## config.mk

```make
export PLATFORM = sky130hd
export DESIGN_NAME = pulse_gen_nch
export DESIGN_NICKNAME = d
export VERILOG_FILES = /design/src/rtl/pulse_gen_nch_pkg.sv /design/src/rtl/pulse_gen_nch_ch.sv /design/src/rtl/pulse_gen_nch.sv
export SDC_FILE = /design/constraint.sdc
export NUM_CORES = 2
export LEC_CHECK = 0
export CAP_MARGIN = 10
export CORE_UTILIZATION = 45
export DETAILED_ROUTE_END_ITERATION = 16
export GPL_ROUTABILITY_DRIVEN = 0
export PLACE_DENSITY = 0.65
export SYNTH_ARGS = -nofsm -noshare
export SYNTH_HDL_FRONTEND = slang
export SYNTH_SLANG_ARGS = --single-unit
```

## constraint.sdc

```tcl
create_clock -name CLK_IN -period 6.1 [get_ports CLK_IN]
set_clock_uncertainty 0.05 [all_clocks]
set_input_delay 0.61 -clock CLK_IN [delete_from_list [all_inputs] [get_ports CLK_IN]]
set_output_delay 0.61 -clock CLK_IN [all_outputs]
set_load 0.005 [all_outputs]
```

## src/rtl/pulse_gen_nch_pkg.sv

```systemverilog
// Shared types and helpers for the N-channel pulse generator.
// Holds channel state encoding, mode values and parameter-derivation functions.
package pulse_gen_nch_pkg;

   typedef enum logic {
      ST_IDLE = 1'b0,
      ST_RUN  = 1'b1
   } ch_state_e;

   localparam logic MODE_PERIODIC = 1'b0;
   localparam logic MODE_ONESHOT  = 1'b1;

   function automatic longint def_per(input longint freq_in, input longint freq_out);
      return freq_in / freq_out;
   endfunction

   function automatic int ch_width(input int n_ch);
      return (n_ch > 1) ? $clog2(n_ch) : 1;
   endfunction

endpackage

```

## src/rtl/pulse_gen_nch_ch.sv

```systemverilog
// One pulse channel: shadow/active configuration, two-state FSM and period counter.
// Active config is only refreshed from the shadow at a start, sync or periodic wrap.
module pulse_gen_nch_ch
   import pulse_gen_nch_pkg::*;
#(
   parameter int              CNT_W   = 32,
   parameter logic [CNT_W-1:0] DEF_PER = CNT_W'(10)
) (
   input  logic             clk,
   input  logic             rst,
   input  logic             cfg_we,
   input  logic [CNT_W-1:0] cfg_period,
   input  logic [CNT_W-1:0] cfg_width,
   input  logic             cfg_mode,
   input  logic             en,
   input  logic             trig,
   input  logic             sync,
   output logic             pulse,
   output logic             busy
);

   function automatic logic [CNT_W-1:0] clamp_per(input logic [CNT_W-1:0] p);
      if (p < CNT_W'(2)) begin
         clamp_per = CNT_W'(2);
      end else begin
         clamp_per = p;
      end
   endfunction

   localparam logic [CNT_W-1:0] DEF_WID = DEF_PER >> 1;

   ch_state_e        state_r, state_s;
   logic [CNT_W-1:0] cnt_r, cnt_s;
   logic [CNT_W-1:0] per_r, per_s;
   logic [CNT_W-1:0] wid_r, wid_s;
   logic             mode_r, mode_s;
   logic [CNT_W-1:0] sh_per_r, sh_per_s;
   logic [CNT_W-1:0] sh_wid_r, sh_wid_s;
   logic             sh_mode_r, sh_mode_s;
   logic             pulse_r, pulse_s;
   logic             busy_r;
   logic             load_s;

   // Register all channel state; reset restores the default configuration
   always_ff @(posedge clk) begin
      if (rst) begin
         state_r   <= ST_IDLE;
         cnt_r     <= '0;
         per_r     <= clamp_per(DEF_PER);
         wid_r     <= DEF_WID;
         mode_r    <= MODE_PERIODIC;
         sh_per_r  <= DEF_PER;
         sh_wid_r  <= DEF_WID;
         sh_mode_r <= MODE_PERIODIC;
         pulse_r   <= 1'b0;
         busy_r    <= 1'b0;
      end else begin
         state_r   <= state_s;
         cnt_r     <= cnt_s;
         per_r     <= per_s;
         wid_r     <= wid_s;
         mode_r    <= mode_s;
         sh_per_r  <= sh_per_s;
         sh_wid_r  <= sh_wid_s;
         sh_mode_r <= sh_mode_s;
         pulse_r   <= pulse_s;
         busy_r    <= (state_s == ST_RUN);
      end
   end

   // Next-state logic: EN low beats sync, sync beats wrap, wrap beats counting
   always_comb begin
      state_s = state_r;
      cnt_s   = cnt_r;
      pulse_s = 1'b0;
      load_s  = 1'b0;

      if (cfg_we) begin
         sh_per_s  = cfg_period;
         sh_wid_s  = cfg_width;
         sh_mode_s = cfg_mode;
      end else begin
         sh_per_s  = sh_per_r;
         sh_wid_s  = sh_wid_r;
         sh_mode_s = sh_mode_r;
      end

      case (state_r)
         ST_IDLE: begin
            if (en && ((sh_mode_r == MODE_PERIODIC) || trig)) begin
               load_s = 1'b1;
            end else begin
               state_s = ST_IDLE;
               cnt_s   = '0;
            end
         end
         ST_RUN: begin
            if (!en) begin
               state_s = ST_IDLE;
               cnt_s   = '0;
            end else if (sync) begin
               load_s = 1'b1;
            end else if (cnt_r == (per_r - CNT_W'(1))) begin
               if (mode_r == MODE_ONESHOT) begin
                  state_s = ST_IDLE;
                  cnt_s   = '0;
               end else begin
                  load_s = 1'b1;
               end
            end else begin
               cnt_s   = cnt_r + CNT_W'(1);
               pulse_s = ((cnt_r + CNT_W'(1)) < wid_r);
            end
         end
         default: begin
            state_s = ST_IDLE;
            cnt_s   = '0;
         end
      endcase

      // The old shadow is used here, so a write in the same cycle is deferred
      if (load_s) begin
         state_s = ST_RUN;
         cnt_s   = '0;
         per_s   = clamp_per(sh_per_r);
         wid_s   = sh_wid_r;
         mode_s  = sh_mode_r;
         pulse_s = (sh_wid_r != '0);
      end else begin
         per_s   = per_r;
         wid_s   = wid_r;
         mode_s  = mode_r;
      end
   end

   assign pulse = pulse_r;
   assign busy  = busy_r;

endmodule

```

## src/rtl/pulse_gen_nch.sv

```systemverilog
// N-channel programmable pulse generator top level.
// Decodes the config channel select and instantiates one channel block per output.
module pulse_gen_nch
   import pulse_gen_nch_pkg::*;
#(
   parameter int  FREQ_IN  = 25_000_000,
   parameter int  FREQ_OUT = 1,
   parameter int  N_CH     = 4,
   parameter int  CNT_W    = 32,
   localparam int CH_W     = ch_width(N_CH)
) (
   input  logic             CLK_IN,
   input  logic             RST_IN,
   input  logic             CFG_WE,
   input  logic [CH_W-1:0]  CFG_CH,
   input  logic [CNT_W-1:0] CFG_PERIOD,
   input  logic [CNT_W-1:0] CFG_WIDTH,
   input  logic             CFG_MODE,
   input  logic [N_CH-1:0]  EN_IN,
   input  logic [N_CH-1:0]  TRIG_IN,
   input  logic             SYNC_IN,
   output logic [N_CH-1:0]  PULSE_OUT,
   output logic [N_CH-1:0]  BUSY_OUT
);

   localparam logic [CNT_W-1:0] DEF_PER = CNT_W'(def_per(longint'(FREQ_IN), longint'(FREQ_OUT)));

   // Selects outside 0..N_CH-1 match no channel and are silently dropped
   for (genvar i = 0; i < N_CH; i++) begin : g_ch
      pulse_gen_nch_ch #(
         .CNT_W   (CNT_W),
         .DEF_PER (DEF_PER)
      ) u_ch (
         .clk        (CLK_IN),
         .rst        (RST_IN),
         .cfg_we     (CFG_WE && (CFG_CH == CH_W'(i))),
         .cfg_period (CFG_PERIOD),
         .cfg_width  (CFG_WIDTH),
         .cfg_mode   (CFG_MODE),
         .en         (EN_IN[i]),
         .trig       (TRIG_IN[i]),
         .sync       (SYNC_IN),
         .pulse      (PULSE_OUT[i]),
         .busy       (BUSY_OUT[i])
      );
   end

endmodule
```

## Word level (Yosys, flattened, before mapping)

Index checks and enable logic that the tools add are counted.

- $add $sub $neg: 8
- $lt $le $gt $ge: 8
- Equal/unequal tests: 19
- Multiplexer cells: 92
- Bitwise operators: 8
- Reductions and logical operators: 25

Operators with widths:

| operator | number |
|---|---|
| 32-bit 2-to-1 mux | 24 |
| 32-bit one-hot mux with 2 select lines | 4 |
| 32-bit by 1-bit adder with 32-bit output, second input constant | 4 |
| 32-bit == test | 4 |
| 32-bit by 2-bit less-than comparator with 1-bit output, second input constant | 4 |
| 32-bit less-than comparator | 4 |
| 32-bit nonzero test | 4 |
| 32-bit by 1-bit subtractor with 32-bit output, second input constant | 4 |
| 1-bit 2-to-1 mux | 56 |
| 1-bit one-hot mux with 2 select lines | 8 |
| 3-bit inequality test, second input constant | 4 |
| 4-bit inequality test, second input constant | 3 |
| 3-bit AND reduction | 4 |
| 1-bit logical AND | 8 |
| 2-bit inequality test, second input constant | 4 |
| 1-bit inverter | 8 |
| 2-bit OR reduction | 4 |
| 2-bit == test, second input constant | 2 |
| 1-bit logical OR | 4 |
| 4-bit by 3-bit inequality test with 1-bit output, second input constant | 1 |
| 2-bit by 1-bit == test with 1-bit output, second input constant | 1 |
| 2-bit zero test | 1 |

- Bits in registers: 656
- Word-level logic and storage cells: 196

## Logic depth before layout (Yosys ltp)

- Depth in word-level cells: 7
- Mapped depth: 16
- Depth with buffers taken out: 16

## Cells and area by module

A second synthesis with hierarchy kept.

- Cells, all modules: 3952
- Area, all modules: 35136.2 um2

By module, submodules not included:

| module | instances | cells each | area each (um2) |
|---|---|---|---|
| pulse_gen_nch_ch | 4 | 987 | 8774.7 |
| pulse_gen_nch | 1 | 4 | 37.5 |

## Least setup slack after synthesis

Ideal clock, no wire load.

- Path kind: register to register
- Start: reg g_ch[1].u_ch.per_r[0]
- End: reg g_ch[1].u_ch.per_r[1]
- Data arrival time: 3.253 ns
- Data required time: 5.928 ns
- Path slack: 2.675 ns
- Cell stages (with the launch flop): 13
- Path buffers: 1
- Cells stage by stage: dfxtp_1 inv_1 ha_1 or4b_1 buf_2 nor4_4 nand4_1 xnor2_1 nor4_1 nand2_1 o41ai_4 nand2_2 o311a_1

- Word-level cells in the longest chain between the ends: 6

RTL lines:

| element | RTL line | source |
|---|---|---|
| start: declaration | pulse_gen_nch_ch.sv:34 | `logic [CNT_W-1:0] per_r, per_s;` |
| start signal: assignment | pulse_gen_nch_ch.sv:49 | `per_r <= clamp_per(DEF_PER);` |
| start signal: assignment | pulse_gen_nch_ch.sv:60 | `per_r <= per_s;` |
| 32-bit by 1-bit subtractor with 32-bit output | pulse_gen_nch_ch.sv:103 | `end else if (cnt_r == (per_r - CNT_W'(1))) begin` |
| 32-bit == test | pulse_gen_nch_ch.sv:103 |  |
| 1-bit 2-to-1 mux | pulse_gen_nch_ch.sv:103 |  |
| 1-bit 2-to-1 mux | pulse_gen_nch_ch.sv:101 | `end else if (sync) begin` |
| 1-bit 2-to-1 mux | pulse_gen_nch_ch.sv:98 | `if (!en) begin` |
| 1-bit one-hot mux with 2 select lines | pulse_gen_nch_ch.sv:88 | `case (state_r)` |

No other way between the ends.
A chain may end at the register's enable or synchronous reset.

## Final worst setup path

- Start: reg g_ch[0].u_ch.per_r[0]
- End: reg g_ch[0].u_ch.per_r[1]

- Word-level cells in the longest chain between the ends: 6

RTL lines:

| element | RTL line |
|---|---|
| start: declaration | pulse_gen_nch_ch.sv:34 |
| start signal: assignment | pulse_gen_nch_ch.sv:49 |
| start signal: assignment | pulse_gen_nch_ch.sv:60 |
| 32-bit by 1-bit subtractor with 32-bit output | pulse_gen_nch_ch.sv:103 |
| 32-bit == test | pulse_gen_nch_ch.sv:103 |
| 1-bit 2-to-1 mux | pulse_gen_nch_ch.sv:103 |
| 1-bit 2-to-1 mux | pulse_gen_nch_ch.sv:101 |
| 1-bit 2-to-1 mux | pulse_gen_nch_ch.sv:98 |
| 1-bit one-hot mux with 2 select lines | pulse_gen_nch_ch.sv:88 |

No other way between the ends.

==> key figures <==
Status
  – Outcome: finished, final reports clean

Synth
  – Cell area after synthesis: 32,700 um^2
  – Seq cells post-synth: 656
  – Synth cell count leaders: nand2_1 (668), dfxtp_1 (656), nand3_1 (327)
  – Asr flop ratio synth: 0%
  – Most frequent cell after synthesis: nand2_1
  – Sequential area share after synthesis: 40.2%
  – Yosys top cell area share: 40.2%
  – Syn_area_per_cell: 8.09 um^2
  – Post-Synthesis Cells: 4,043
  – Number of synthesized flops with an enable pin: 0
  – Syn Nets: 4,254
  – Synth Warn #: 0
  – Area contributors post-synth: dfxtp_1 (40%), nand2_1 (7.7%), ha_1 (5.1%), nand3_1 (5.0%), a21oi_1 (4.7%)
  – Largest area contributor in the netlist: dfxtp_1
  – Yosys cell types: 83
  – Synth Flop Type: dfxtp_1

Place
  – DPL Wire Length: 69,700 um
  – I/O Buffers: 86

Route
  – Pre-Repair DR Iteration Count: 6
  – Post-route DRC: 0
  – DRT antenna net count: 0
  – Via count: 28,567
  – Final Routed Wirelength: 101,000 um
  – Via/cell ratio: 5.72
  – WL/cell: 20.2 um
  – Detailed Route Iter0 Violations: 2,319

Floorplanning
  – Core Area: 71,700 um^2
  – Row cnt: 98
  – Initial Utilization: 45.6%
  – Die Wd: 272 um
  – Full die area: 73,700 um^2
  – Top Ports: 87
  – Die Ht: 272 um

Clocking
  – CTS H-tree lvls: 3
  – Clock latency on the worst-skew pair: 620 ps
  – Clock Tree Buf Depth: 3
  – Clock-pin slew on the worst setup and hold paths: 60 ps
  – Clock Sinks: 656
  – CTS tree: done
  – Post CTS Setup Buffer Count: 0
  – Cts bufs inserted: 72
  – Post-cts resize count: 0
  – Root Driver: clkbuf_16
  – # hold bufs at CTS: 0

Final layout
  – Final #Nets: 4,194
  – Area Growth Syn to Fin: 11.8%
  – Layout cells sized above 1: 5.00%
  – # fillers: 6,841
  – Core Util, Final: 51.0%

Global routing
  – Initial antenna violation count: 0
  – Met2 Usage GRT: 41.1%
  – Tot GR Track Use: 26.9%
  – GRT Max-Usage Layer: met2
  – Largest net degree at the start of global routing: 119
  – Global Route met3 Usage: 3.45%
  – First-pass GRT wire length: 155,000 um
  – M1 GR Usage: 38.6%
  – Overflow after GRT: 0
  – Number of global-route vias before repair: 26,140

Min path
  – Min-Delay Path Class: flip-flop to flip-flop
  – HP Start: g_ch[1].u_ch.sh_per_r[0]$_SDFFE_PP0P_

Worst setup path
  – Crit Path Max Fanout: 15
  – Worst reg2reg startpoint: g_ch[0].u_ch.per_r[0]$_SDFFE_PP0P_
  – Arr. time, crit path: 4980 ps
  – Crit start category: flip-flop
  – Critical Path Source: g_ch[0].u_ch.per_r[0]$_SDFFE_PP0P_
  – Critical Path End Type: flip-flop
  – R2r setup slk: 1570 ps
  – Worst EP required: 6550 ps
  – CP Class: flip-flop to flip-flop

Timing
  – Maximum clock rate: 221 MHz
  – Max Slew Vio Count: 0
  – Setup_tns: 0 ps
  – Least-Margin Pin Slew: 1200 ps
  – Max-slew headroom: 19.7%
  – Final Critical Period: 4530 ps
  – Final setup viols: 0
  – Fin crit share: 74.3%
  – Final Hold Fails: 0
  – RSZ-0062 raised after global routing: false

Power and ir drop
  – PwrDens: 272 nW/um^2
  – IR drop worst, VDD: 0.000210 V
  – Lkg Pwr: 14.3 nW

Job
  – Number of max-cap violations: 0
[cells by family (layout without fill, tap and decap cells)]
logic type,after synthesis,count (layout),share of synthesized area (%)
simple gates,1749,1749,26.0
compound gates,719,719,13.4
flops,656,656,40.2
buf+inv,413,411,5.03
xor+xnor,288,288,7.71
fa+ha+maj,132,132,5.05
mux,86,86,2.66
other cells,0,2,0
[metrics by stage]
step	std cells	worst slack (ps)	cell area [um^2]	total power [mW]	hold WS (ps)
floorplan	4043	2670	32700	5.09	382
global placement	4859	1830	34100	5.42	391
detailed placement	4859	1740	34100	5.42	399
CTS	4991	1700	36600	9.97	401
global route	4991	1310	36600	10.2	428
finish	4993	1570	36600	9.94	412
[cells in the final DEF, fill, tap and decap left out, types with 14 or more instances in the layout]
cell type and instances:
a21o_1 32, dfxtp_1 656, xor2_1 117, xnor2_1 171, nand3_1 326, o41ai_1 25
nor3_1 75, mux2i_1 79, nor4_1 96, nand4_1 76, a211oi_1 17, ha_1 132
clkbuf_16 78, nor2_1 188, o211ai_1 72, inv_1 156, and3_1 78, a21oi_1 310
buf_4 33, o21ai_0 147, nor2b_1 110, nand2_1 668, or4_1 22, clkdlybuf4s50_1 85
or3_1 15, o311ai_0 14
[final timing paths]
check / depth (start not counted) / end
hold / removal: 2 / g_ch[1].u_ch.sh_per_r[0]$_SDFFE_PP0P_
hold reg to reg: 2 / g_ch[1].u_ch.sh_per_r[0]$_SDFFE_PP0P_
setup / recovery: 12 / g_ch[0].u_ch.per_r[1]$_SDFFE_PP0P_
setup reg to reg: 12 / g_ch[0].u_ch.per_r[1]$_SDFFE_PP0P_
[cell type report]
| cell class | count | area (um^2) | area share [%] |
|---|---|---|---|
| multi-input combinational | 2974 | 18000 | 49.2 |
| sequential | 656 | 13100 | 35.9 |
| clock buffer | 103 | 2170 | 5.92 |
| tap | 950 | 1190 | 3.25 |
| timing repair buffer | 122 | 1170 | 3.21 |
| inverter | 157 | 594 | 1.63 |
| clock inverter | 29 | 333 | 0.910 |
| antenna | 2 | 5.00 | 0.0137 |
[flip-flops by register name (all words and copies together), names as in the netlist]
name                 flops
g_ch.u_ch.cnt_r        128
g_ch.u_ch.per_r        128
g_ch.u_ch.sh_per_r     128
g_ch.u_ch.sh_wid_r     128
g_ch.u_ch.wid_r        128
g_ch.u_ch.mode_r         4
g_ch.u_ch.pulse          4
g_ch.u_ch.sh_mode_r      4
g_ch.u_ch.state_r        4
[per-layer routing]
layer	wire length, um	share of wire, %
met1	46300	46
met2	43900	44
met3	7260	7.2
met4	3120	3.1
met5	126	0.13
[worst max-delay path, cell delays in order, from the launching register on]
cell	delay (ps)
dfxtp_1	370
inv_1	120
ha_1	270
nor4b_1	640
nand4_1	390
or4_1	600
o311ai_0	120
a31oi_1	90
a311o_1	400
o31ai_4	620
buf_4	310
nand2_1	90
o311a_1	360
[power by group]
part	internal [mW]	leakage [nW]	total, mW	switching, mW
logic	0.272	7.73	0.810	0.539
clock network	2.74	1.22	4.59	1.85
registers	4.42	5.34	4.54	0.120
Power figures use the tool's default switching activity.
